===== src/rtl/ingredient_timer.sv =====
// ----------------------------------------------------------------------------
// ingredient_timer
//   Dispensing timer for the coffee-maker controller. A one-cycle start_timer
//   pulse loads the interval that ing_type selects. The interval then counts
//   down in whole seconds of CLK_DIV clocks each. When it reaches zero,
//   t_expired pulses for one cycle.
//
//   Optional feature macro: INGREDIENT_TIMER_PAUSE_EN
//     When this macro is defined, the block has a pause input. While pause is
//     high in RUN, the countdown is frozen.
//
// Ports
//   clk          in   1      system clock, rising edge
//   rst_n        in   1      asynchronous active-low reset
//   start_timer  in   1      load/start request, sampled every edge
//   ing_type     in   3      ingredient code, sampled with start_timer
//   pause        in   1      freeze countdown (INGREDIENT_TIMER_PAUSE_EN only)
//   t_expired    out  1      one-cycle pulse when the interval finishes
//   busy         out  1      high while counting (state RUN)
//   sec_left     out  SEC_W  seconds remaining, 0 when idle
//   ing_active   out  3      ing_type latched at the last accepted start
//
// Handshake: start_timer is a level. It is accepted on every edge where it is
//   high, and it always wins over any other transition, so a start during RUN
//   retriggers. t_expired is a state decode (DONE), so it is high for exactly
//   one cycle. The block has no ready or back-pressure signal.
// ----------------------------------------------------------------------------
module ingredient_timer #(
  parameter int CLK_DIV  = 50_000_000,
  parameter int PRESC_W  = 26,
  parameter int SEC_W    = 8,
  parameter int T_WATER  = 8,
  parameter int T_COFFEE = 4,
  parameter int T_MILK   = 5,
  parameter int T_CHOCO  = 4,
  parameter int T_SUGAR  = 2
) (
  input  logic             clk,
  input  logic             rst_n,
  input  logic             start_timer,
  input  logic [2:0]       ing_type,
`ifdef INGREDIENT_TIMER_PAUSE_EN
  input  logic             pause,
`endif
  output logic             t_expired,
  output logic             busy,
  output logic [SEC_W-1:0] sec_left,
  output logic [2:0]       ing_active
);

  typedef enum logic [1:0] {
    S_IDLE = 2'd0,
    S_RUN  = 2'd1,
    S_DONE = 2'd2
  } state_t;

  state_t             state_q, state_d;
  logic [PRESC_W-1:0] presc_q, presc_d;
  logic [SEC_W-1:0]   sec_q, sec_d;
  logic [2:0]         ing_q, ing_d;
  logic [SEC_W-1:0]   start_dur;
  logic               tick;
  logic               freeze;

  // Duration lookup. Unknown codes map to 0 s, and values are truncated to SEC_W.
  function automatic logic [SEC_W-1:0] dur(input logic [2:0] code);
    case (code)
      3'd1:    dur = SEC_W'(T_WATER);
      3'd2:    dur = SEC_W'(T_COFFEE);
      3'd3:    dur = SEC_W'(T_MILK);
      3'd4:    dur = SEC_W'(T_CHOCO);
      3'd5:    dur = SEC_W'(T_SUGAR);
      default: dur = '0;
    endcase
  endfunction

`ifdef INGREDIENT_TIMER_PAUSE_EN
  assign freeze = pause;
`else
  assign freeze = 1'b0;
`endif

  assign start_dur = dur(ing_type);
  assign tick      = (presc_q == PRESC_W'(CLK_DIV - 1));

  always_ff @(posedge clk or negedge rst_n) begin
    if (!rst_n) begin
      state_q <= S_IDLE;
      presc_q <= '0;
      sec_q   <= '0;
      ing_q   <= '0;
    end else begin
      state_q <= state_d;
      presc_q <= presc_d;
      sec_q   <= sec_d;
      ing_q   <= ing_d;
    end
  end

  always_comb begin
    state_d = state_q;
    presc_d = presc_q;
    sec_d   = sec_q;
    ing_d   = ing_q;
    if (start_timer) begin
      ing_d   = ing_type;
      presc_d = '0;
      sec_d   = start_dur;
      state_d = (start_dur == '0) ? S_DONE : S_RUN;
    end else begin
      case (state_q)
        S_IDLE: ;
        S_RUN: begin
          if (!freeze) begin
            if (tick) begin
              presc_d = '0;
              // Treat 0 like 1 so sec_left can never wrap below zero.
              if (sec_q <= SEC_W'(1)) begin
                sec_d   = '0;
                state_d = S_DONE;
              end else begin
                sec_d = sec_q - SEC_W'(1);
              end
            end else begin
              presc_d = presc_q + PRESC_W'(1);
            end
          end
        end
        S_DONE: begin
          presc_d = '0;
          state_d = S_IDLE;
        end
        default: state_d = S_IDLE;
      endcase
    end
  end

  assign t_expired  = (state_q == S_DONE);
  assign busy       = (state_q == S_RUN);
  assign sec_left   = sec_q;
  assign ing_active = ing_q;

endmodule


===== config.mk =====
export PLATFORM = sky130hd
export DESIGN_NAME = ingredient_timer
export DESIGN_NICKNAME = d
export VERILOG_FILES = /design/src/rtl/ingredient_timer.sv
export SDC_FILE = /design/constraint.sdc
export NUM_CORES = 1
export LEC_CHECK = 0
export ABC_AREA = 1
export CELL_PAD_IN_SITES_DETAIL_PLACEMENT = 1
export CELL_PAD_IN_SITES_GLOBAL_PLACEMENT = 2
export CORE_MARGIN = 1
export CORE_UTILIZATION = 36
export CTS_CLUSTER_SIZE = 16
export DETAILED_ROUTE_END_ITERATION = 10
export GPL_TIMING_DRIVEN = 0
export PLACE_DENSITY = 0.84
export SYNTH_ARGS = -nofsm -noshare
export SYNTH_HDL_FRONTEND = slang
export SYNTH_SLANG_ARGS = --single-unit
export TNS_END_PERCENT = 100

===== constraint.sdc =====
create_clock -name clk -period 4.4 [get_ports clk]
set_input_delay 1.32 -clock clk [delete_from_list [all_inputs] [get_ports clk]]
set_output_delay 1.32 -clock clk [all_outputs]
set_load 0.02 [all_outputs]

Word-level counts from Yosys, hierarchy flattened
Index checks and enable logic that the tools add are counted.
{ "classes": {"eq_ne": 11, "n_addsub": 2, "n_reduce_logical": 8, "mux": 13, "n_lt_le_gt_ge": 1} }
{ "ops": {"columns": ["cell", "n"], "rows": [
  ["26-bit two-way mux", 2],
  ["26-bit one-hot mux with 2 select lines", 1],
  ["8-bit two-way mux", 4],
  ["26-bit by 1-bit adder with 26-bit output, second input constant", 1],
  ["26-bit == test, second input constant", 1],
  ["4-bit one-hot mux with 4 select lines", 1],
  ["8-bit by 1-bit less-or-equal comparator with 1-bit output, second input constant", 1],
  ["8-bit zero test", 1],
  ["2-bit two-way mux", 4],
  ["8-bit by 1-bit subtractor with 8-bit output, second input constant", 1],
  ["3-bit by 2-bit == test with 1-bit output, second input constant", 2],
  ["3-bit == test, second input constant", 2],
  ["3-bit by 2-bit inequality test with 1-bit output, second input constant", 2],
  ["2-bit one-hot mux with 2 select lines", 1],
  ["2-bit nonzero test", 2],
  ["3-bit by 1-bit == test with 1-bit output, second input constant", 1],
  ["3-bit AND reduction", 1],
  ["3-bit nonzero test", 1],
  ["2-bit by 1-bit == test with 1-bit output, second input constant", 1],
  ["2-bit == test, second input constant", 1],
  ["2-bit zero test", 1],
  ["2-bit inequality test, second input constant", 1],
  ["2-bit AND reduction", 1],
  ["2-bit OR reduction", 1]
]} }
{ "word_totals": {"word_cells": 39, "register_bits": 39} }

Longest topological paths before layout
Gate-level depths: netlist of run 1.
{ "depth": {"word_depth": 6, "depth_mapped": 11, "depth_no_buf": 10} }

Least setup slack after synthesis of run 1
Ideal clock, no wire load.
{ "synth_timing": {"kind": "input -> register", "startpoint": "input port start_timer", "endpoint": "register state_q[1]", "setup_time_ns": 0.073, "path_stages": 7, "path_buffers": 1, "arrival_time_ns": 2.066, "setup_slack_ns": 2.262, "cell_sequence": "inv_2 -> buf_2 -> a21oi_1 -> inv_1 -> nor2_1 -> nor3b_1 -> nor2b_1"} }
{ "synth_via": {"elab_chain_cells": 2, "elab_cells_between_ends": 5, "classes_between": "eq/ne: 3; mux: 1; reduce/logical: 1"} }
{ "synth_lines": {"columns": ["element", "line_no", "text"], "rows": [
  ["start: declaration", "40", "input logic start_timer,"],
  ["3-bit by 2-bit inequality test with 1-bit output (no source line) or 2-bit inequality test (tied branches)", null, null],
  ["3-bit AND reduction (no source line)", null, null],
  ["end signal: assignment", "93", "state_q <= state_d;"],
  ["end: declaration", "57", "state_t state_q, state_d;"]
]} }
Several ways; a longest one is shown, not always the timed one.
A chain may end at the register's enable or synchronous reset.

Final worst setup path of run 1
{ "layout_timing": {"startpoint": "register state_q[0]", "endpoint": "output port t_expired"} }
{ "layout_via": {"elab_chain_cells": 1} }
{ "layout_lines": {"columns": ["element", "line_no", "text"], "rows": [
  ["2-bit == test", "138", "assign t_expired = (state_q == S_DONE);"],
  ["end: declaration", "45", "output logic t_expired,"]
]} }
Every way passes these cells.

==> results.yml, run 1 <==
place:
  gp_congestion: 0.755
  place_hpwl_um: 4940
  dpl_cell_area_sq_um: 2770
  portBuffers: 18
global_routing:
  grt_pass1_wl_um: 11400
  grt_overflow_total: 0
  grt_antenna_before_repair: 0
  grt_max_degree: 28
  track_usage_pct: 20.1
  grt_pass1_vias: 2389
worst_hold_path:
  hold_path_end: "ing_active[0]"
  min_path_type: "reg2reg"
  holdPathStages: 2
  hp-start: "ing_active[0]"
finish:
  fillerInstances: 851
  layout.nets: 379
  final_common_cell: "nand2_1"
  layout_common_cells: "nand2_1, nor2_1, inv_1"
  num_antenna_cells: 0
  multiInputGateArea_sq_um: 1290
  seq_area_sq_um: 976
  layout-drive-gt1-share_pct: 10.5
  syn2layout_area_growth_pct: 16.5
  fin_area_sq_um: 2890
synth:
  yosys.area_share.simple_pct: 39.8
  synthMuxAreaShare_pct: 0
  ys_types: 28
  synth_area_per_cell_sq_um: 7.21
  synth_compound_area_share_pct: 4.85
  syn_inst: 344
  synth_top_family_by_area: "simple AND/OR/NAND/NOR gates"
  syn_area_sq_um: 2480
  syn_nets: 353
  synth-edff-count: 0
  synth_xor_area_share_pct: 6.01
  synth_seq_cells: 39
  postSynth.asyncResetShare_pct: 100
  yosysWarningCount: 0
  ys_seq_area_share_pct: 39.4
  synthFlopType: "dfrtp_1"
  synth_adder_area_share_pct: 1.51
critical_path:
  crit_type: "reg2out"
  reg2reg_from: "presc_q[0]"
  end_kind: "output port"
  cp_data_arrival_time_ns: 1.58
  worstReg2RegEnd: "presc_q[17]"
  reg2regPathDepth: 11
  critPathRequiredTime_ns: 3.08
  regToRegSetupSlack_ns: 2.61
  start_kind: "flop"
  cp_max_fo: 3
clock_network:
  cts.repair.resized: 0
  cts_max_level: 2
  cts_hold_buf: 0
  clk_path_buf_depth: 2
  cts.sinks: 39
  numCtsBuffers: 5
  cts_tree: "done"
  cts_setup_buffers: 0
  worstSkewPairLatency_ns: 0.30
  root_buffer: "clkbuf_8"
  path_clk_slew_ns: 0.08
run_status:
  status: "complete, no violations"
timing:
  fin_skew_ns: 0.00881
  finalCritPeriodShare_pct: 65.9
  slew_violations: 0
  grt_setup_unrepaired: "no"
  hold_violations: 0
  period_needed_ns: 2.90
  tightest_slew_ns: 0.349
  max_slew_margin_pct: 76.6
  fin_setup_tns_ns: 0
  setup_viol: 0
  fmax_mhz: 345
routing:
  vias: 2199
  viasPerCell: 4.91
  wirelength_um: 6330
  drc: 0
  drt_iter0_drc: 69
  first_pass_iters: 4
  wl_per_cell_um: 14.1
  drtAntennaViolNets: 0
power:
  vdd_drop_max_mv: 0.251
  leakagePower_nw: 1.30
  power_density_nw_per_um2: 448
floorplan:
  dieArea_sq_um: 7220
  core-area_sq_um: 6490
  io_pins: 19
  die_h_um: 85.0
  start_util_pct: 38.2
  fp.dieW_um: 85.0
  rows: 29
flow_run:
  maxCapViolCount: 0
## registers in the layout, summed over array words and instances (netlist names)
register,flops
ing_active,3
sec_left,8
presc_q,26
state_q,2
## how the worst max path moves through the flow
stage	from	to	slack (ns)	depth (start not counted)
after floorplan	start_timer	state_q[1]	2.26	7
after global placement	rst_n	sec_left[7]	0.91	1
after detailed placement	start_timer	presc_q[20]	1.34	8
after CTS	state_q[0]	t_expired	1.47	4
after global routing	state_q[0]	t_expired	1.42	4
final	state_q[0]	t_expired	1.50	4
## kinds of logic (layout without fill, tap and decap cells)
logic type	count (synthesis)	after routing
XOR/XNOR	17	17
flip-flops	39	39
adder cells (fa/ha/maj)	3	3
AO/OA/AOI/OAI	20	20
AND/OR/NAND/NOR	216	216
buffers and inverters	49	76
## Yosys cell counts, drive strengths merged (2+ instances only)
cell type	count	area share [%]
o21ai	13	3.2
buf	5	1.8
nand3	31	6.7
xnor2	4	1.4
nor3	7	1.4
nand4	11	2.8
xor2	13	4.6
o22ai	2	0.50
nor2	75	13
inv	43	6.5
ha	3	1.5
nand2	89	15
dfrtp	39	39
a21oi	4	0.81
## through the flow
step                      setup WS [ns]  hold slack, ns  total power [mW]  std cells  util, %
after floorplan                    2.26           0.479             0.812        344        -
after global placement            0.909           0.484             0.984        439     42.4
after detailed placement           1.34           0.479             0.995        440     42.7
after CTS                          1.47           0.507              1.32        448     44.5
after global routing               1.42           0.531              1.40        448     44.5
final                              1.50           0.501              1.29        448     44.5
## where the power goes
part / switching, mW / total [mW] / leakage [nW] / internal, mW
Clock: 0.136 / 0.319 / 0.0612 / 0.184
Combinational: 0.308 / 0.511 / 0.709 / 0.204
Sequential: 0.0559 / 0.463 / 0.526 / 0.407
## layout make-up
| class | count | area share, % |
|---|---|---|
| Timing Repair Buffer | 19 | 6.76 |
| Inverter | 44 | 5.76 |
| Multi-Input combinational cell | 256 | 44.8 |
| Sequential cell | 39 | 33.8 |
| Buffer | 5 | 1.52 |
| Tap cell | 77 | 3.34 |
| Clock buffer | 6 | 2.86 |
| Clock inverter | 2 | 1.21 |
## worst max-delay path: stages (launching register included)
cell and delay (ns):
dfrtp_1 0.40, inv_1 0.06, nand2_1 0.09, inv_1 0.12, clkdlybuf4s50_1 0.61
## per-layer routing
layer  wire [um]  part of all wire, %  global-route usage (%)
met2        3280                   52                    36.8
met3         118                  1.9                    3.21
met4          51                 0.81                    4.62
met5           0                    0                       0
met1        2890                   46                    24.6
Note: power is estimated with default switching activity, not from simulation.
==> run 2: changes to the inputs <==
Settings changed: CORE_UTILIZATION 36 to 33, PLACE_DENSITY 0.84 to 0.78.
Clock period 4.4 ns to 3 ns, I/O delays scaled along.
==> results.yml, run 2 (synthesis results as in run 1) <==
place:
  dp.cells: 462
  gp_congestion: 0.757
  place_hpwl_um: 4940
  portBuffers: 18
timing:
  period_needed_ns: 2.49
  setup_viol: 0
  tightest_slew_ns: 0.361
  hold_slack_ns: 0.502
  fin_setup_tns_ns: 0
  finalCritPeriodShare_pct: 83.1
  fin_skew_ns: 0.00647
  grt_setup_unrepaired: "no"
  slew_violations: 0
  max_slew_margin_pct: 75.9
  hold_violations: 0
  fmax_mhz: 401
clock_network:
  cts.repair.resized: 0
  clk_path_buf_depth: 2
  numCtsBuffers: 5
  cts.sinks: 39
  cts_max_level: 2
  worstSkewPairLatency_ns: 0.30
  root_buffer: "clkbuf_8"
  cts_tree: "done"
  cts_hold_buf: 0
  cts_setup_buffers: 0
  path_clk_slew_ns: 0.08
finish:
  final_common_cell: "nand2_1"
  layout-drive-gt1-share_pct: 10.5
  top_register: "presc_q"
  instances_no_fill: 470
  post-route-util_pct: 40.1
  multiInputGateArea_sq_um: 1290
  layout_common_cells: "nand2_1, nor2_1, inv_1"
  fillerInstances: 925
  layout.nets: 379
  seq_area_sq_um: 976
  largest_reg_flops: 26
  num_antenna_cells: 0
  syn2layout_area_growth_pct: 17.4
power:
  leakagePower_nw: 1.29
  vdd_drop_max_mv: 0.333
  power_density_nw_per_um2: 648
  power.internal_mw: 1.14
  clkPwrFrac_pct: 24.0
  p_seq_share_pct: 36.1
  switching_share_pct: 39.3
  p_total_mw: 1.89
  p_switching_mw: 0.741
  pwr-share-comb_pct: 39.9
critical_path:
  cpMaxStageDelayCell: "clkdlybuf4s50_1"
  start_kind: "flop"
  cpMostUsedCell: "inv_1"
  worstReg2RegEnd: "presc_q[15]"
  critPathRequiredTime_ns: 2.10
  startpoint: "state_q[0]"
  max_stage_delay_ns: 0.61
  cp_num_cells: 4
  cp_data_arrival_time_ns: 1.59
  crit_chain: "inv_1, nand2_1, inv_1, clkdlybuf4s50_1"
  cp_num_buf_inv: 3
  regToRegSetupSlack_ns: 1.21
  cp_max_fo: 3
  end_kind: "output port"
  crit_type: "reg2out"
  reg2regPathDepth: 11
  cp_top_family: "buffers and inverters"
  reg2reg_from: "presc_q[0]"
  crit_end: "t_expired"
global_routing:
  grt_antenna_before_repair: 0
  grt_pass1_vias: 2313
  grt_overflow_total: 0
  track_usage_pct: 18.6
  grt_max_degree: 27
  grt_pass1_wl_um: 11000
floorplan:
  die_h_um: 88.7
  start_util_pct: 34.2
  io_pins: 19
  fp.dieW_um: 88.7
  core-area_sq_um: 7250
  rows: 31
  dieArea_sq_um: 7860
routing:
  vias: 2170
  wl_per_cell_um: 13.3
  viasPerCell: 4.62
  wirelength_um: 6240
  drtAntennaViolNets: 0
  first_pass_iters: 4
  drt_iter0_drc: 48
  drc: 0
flow_run:
  maxCapViolCount: 0
run_status:
  status: "complete, no violations"
worst_hold_path:
  min_path_type: "in2async"
==> run 2: cell types whose count changed in the layout (fill, tap and decap cells not counted) <==
cell	change
clkbuf_8	-1
clkinv_4	+1
==> run 2: worst min-delay path by stage <==
stage,cells after the start,startpoint,end,slack [ns]
finish,1,rst_n,presc_q[3],0.50
global route,1,rst_n,presc_q[3],0.52
CTS,1,rst_n,presc_q[3],0.50
detailed placement,2,ing_active[0],ing_active[0],0.49
global placement,2,ing_active[0],ing_active[0],0.48
floorplan,2,presc_q[1],presc_q[1],0.48
==> run 2: per-stage QoR <==
| step | instance area [sq um] | worst slack [ns] |
|---|---|---|
| final | 2910 | 0.507 |
| after global routing | 2910 | 0.436 |
| after global placement | 2780 | -0.129 |
| after detailed placement | 2800 | 0.329 |
| after floorplan | 2480 | 1.28 |
| after CTS | 2910 | 0.495 |
==> run 2: area by class of cell <==
| type | count | area share, % |
|---|---|---|
| Buffer | 5 | 1.50 |
| Clock inverter | 3 | 1.50 |
| Timing Repair Buffer | 19 | 6.71 |
| Multi-Input combinational cell | 256 | 44.4 |
| Tap cell | 99 | 4.26 |
| Clock buffer | 5 | 2.36 |
| Sequential cell | 39 | 33.5 |
| Inverter | 44 | 5.72 |
==> run 2: power by group through the flow <==
stage,clock network (mW),logic [mW],registers [mW]
after floorplan,0,0.464,0.728
after global placement,0,0.756,0.690
after detailed placement,0,0.770,0.691
after CTS,0.469,0.773,0.682
after global routing,0.493,0.852,0.694
final,0.453,0.752,0.681
==> run 2: routing by layer <==
| metal | up-vias | share of wire, % | GRT usage [%] |
|---|---|---|---|
| met1 | 1012 | 46 | 22.9 |
| met4 | 0 | 0.87 | 5.28 |
| met5 | - | 0 | 0 |
| met2 | 19 | 51 | 33.2 |
| met3 | 6 | 2.0 | 3.08 |
| li1 | 1133 | - | - |
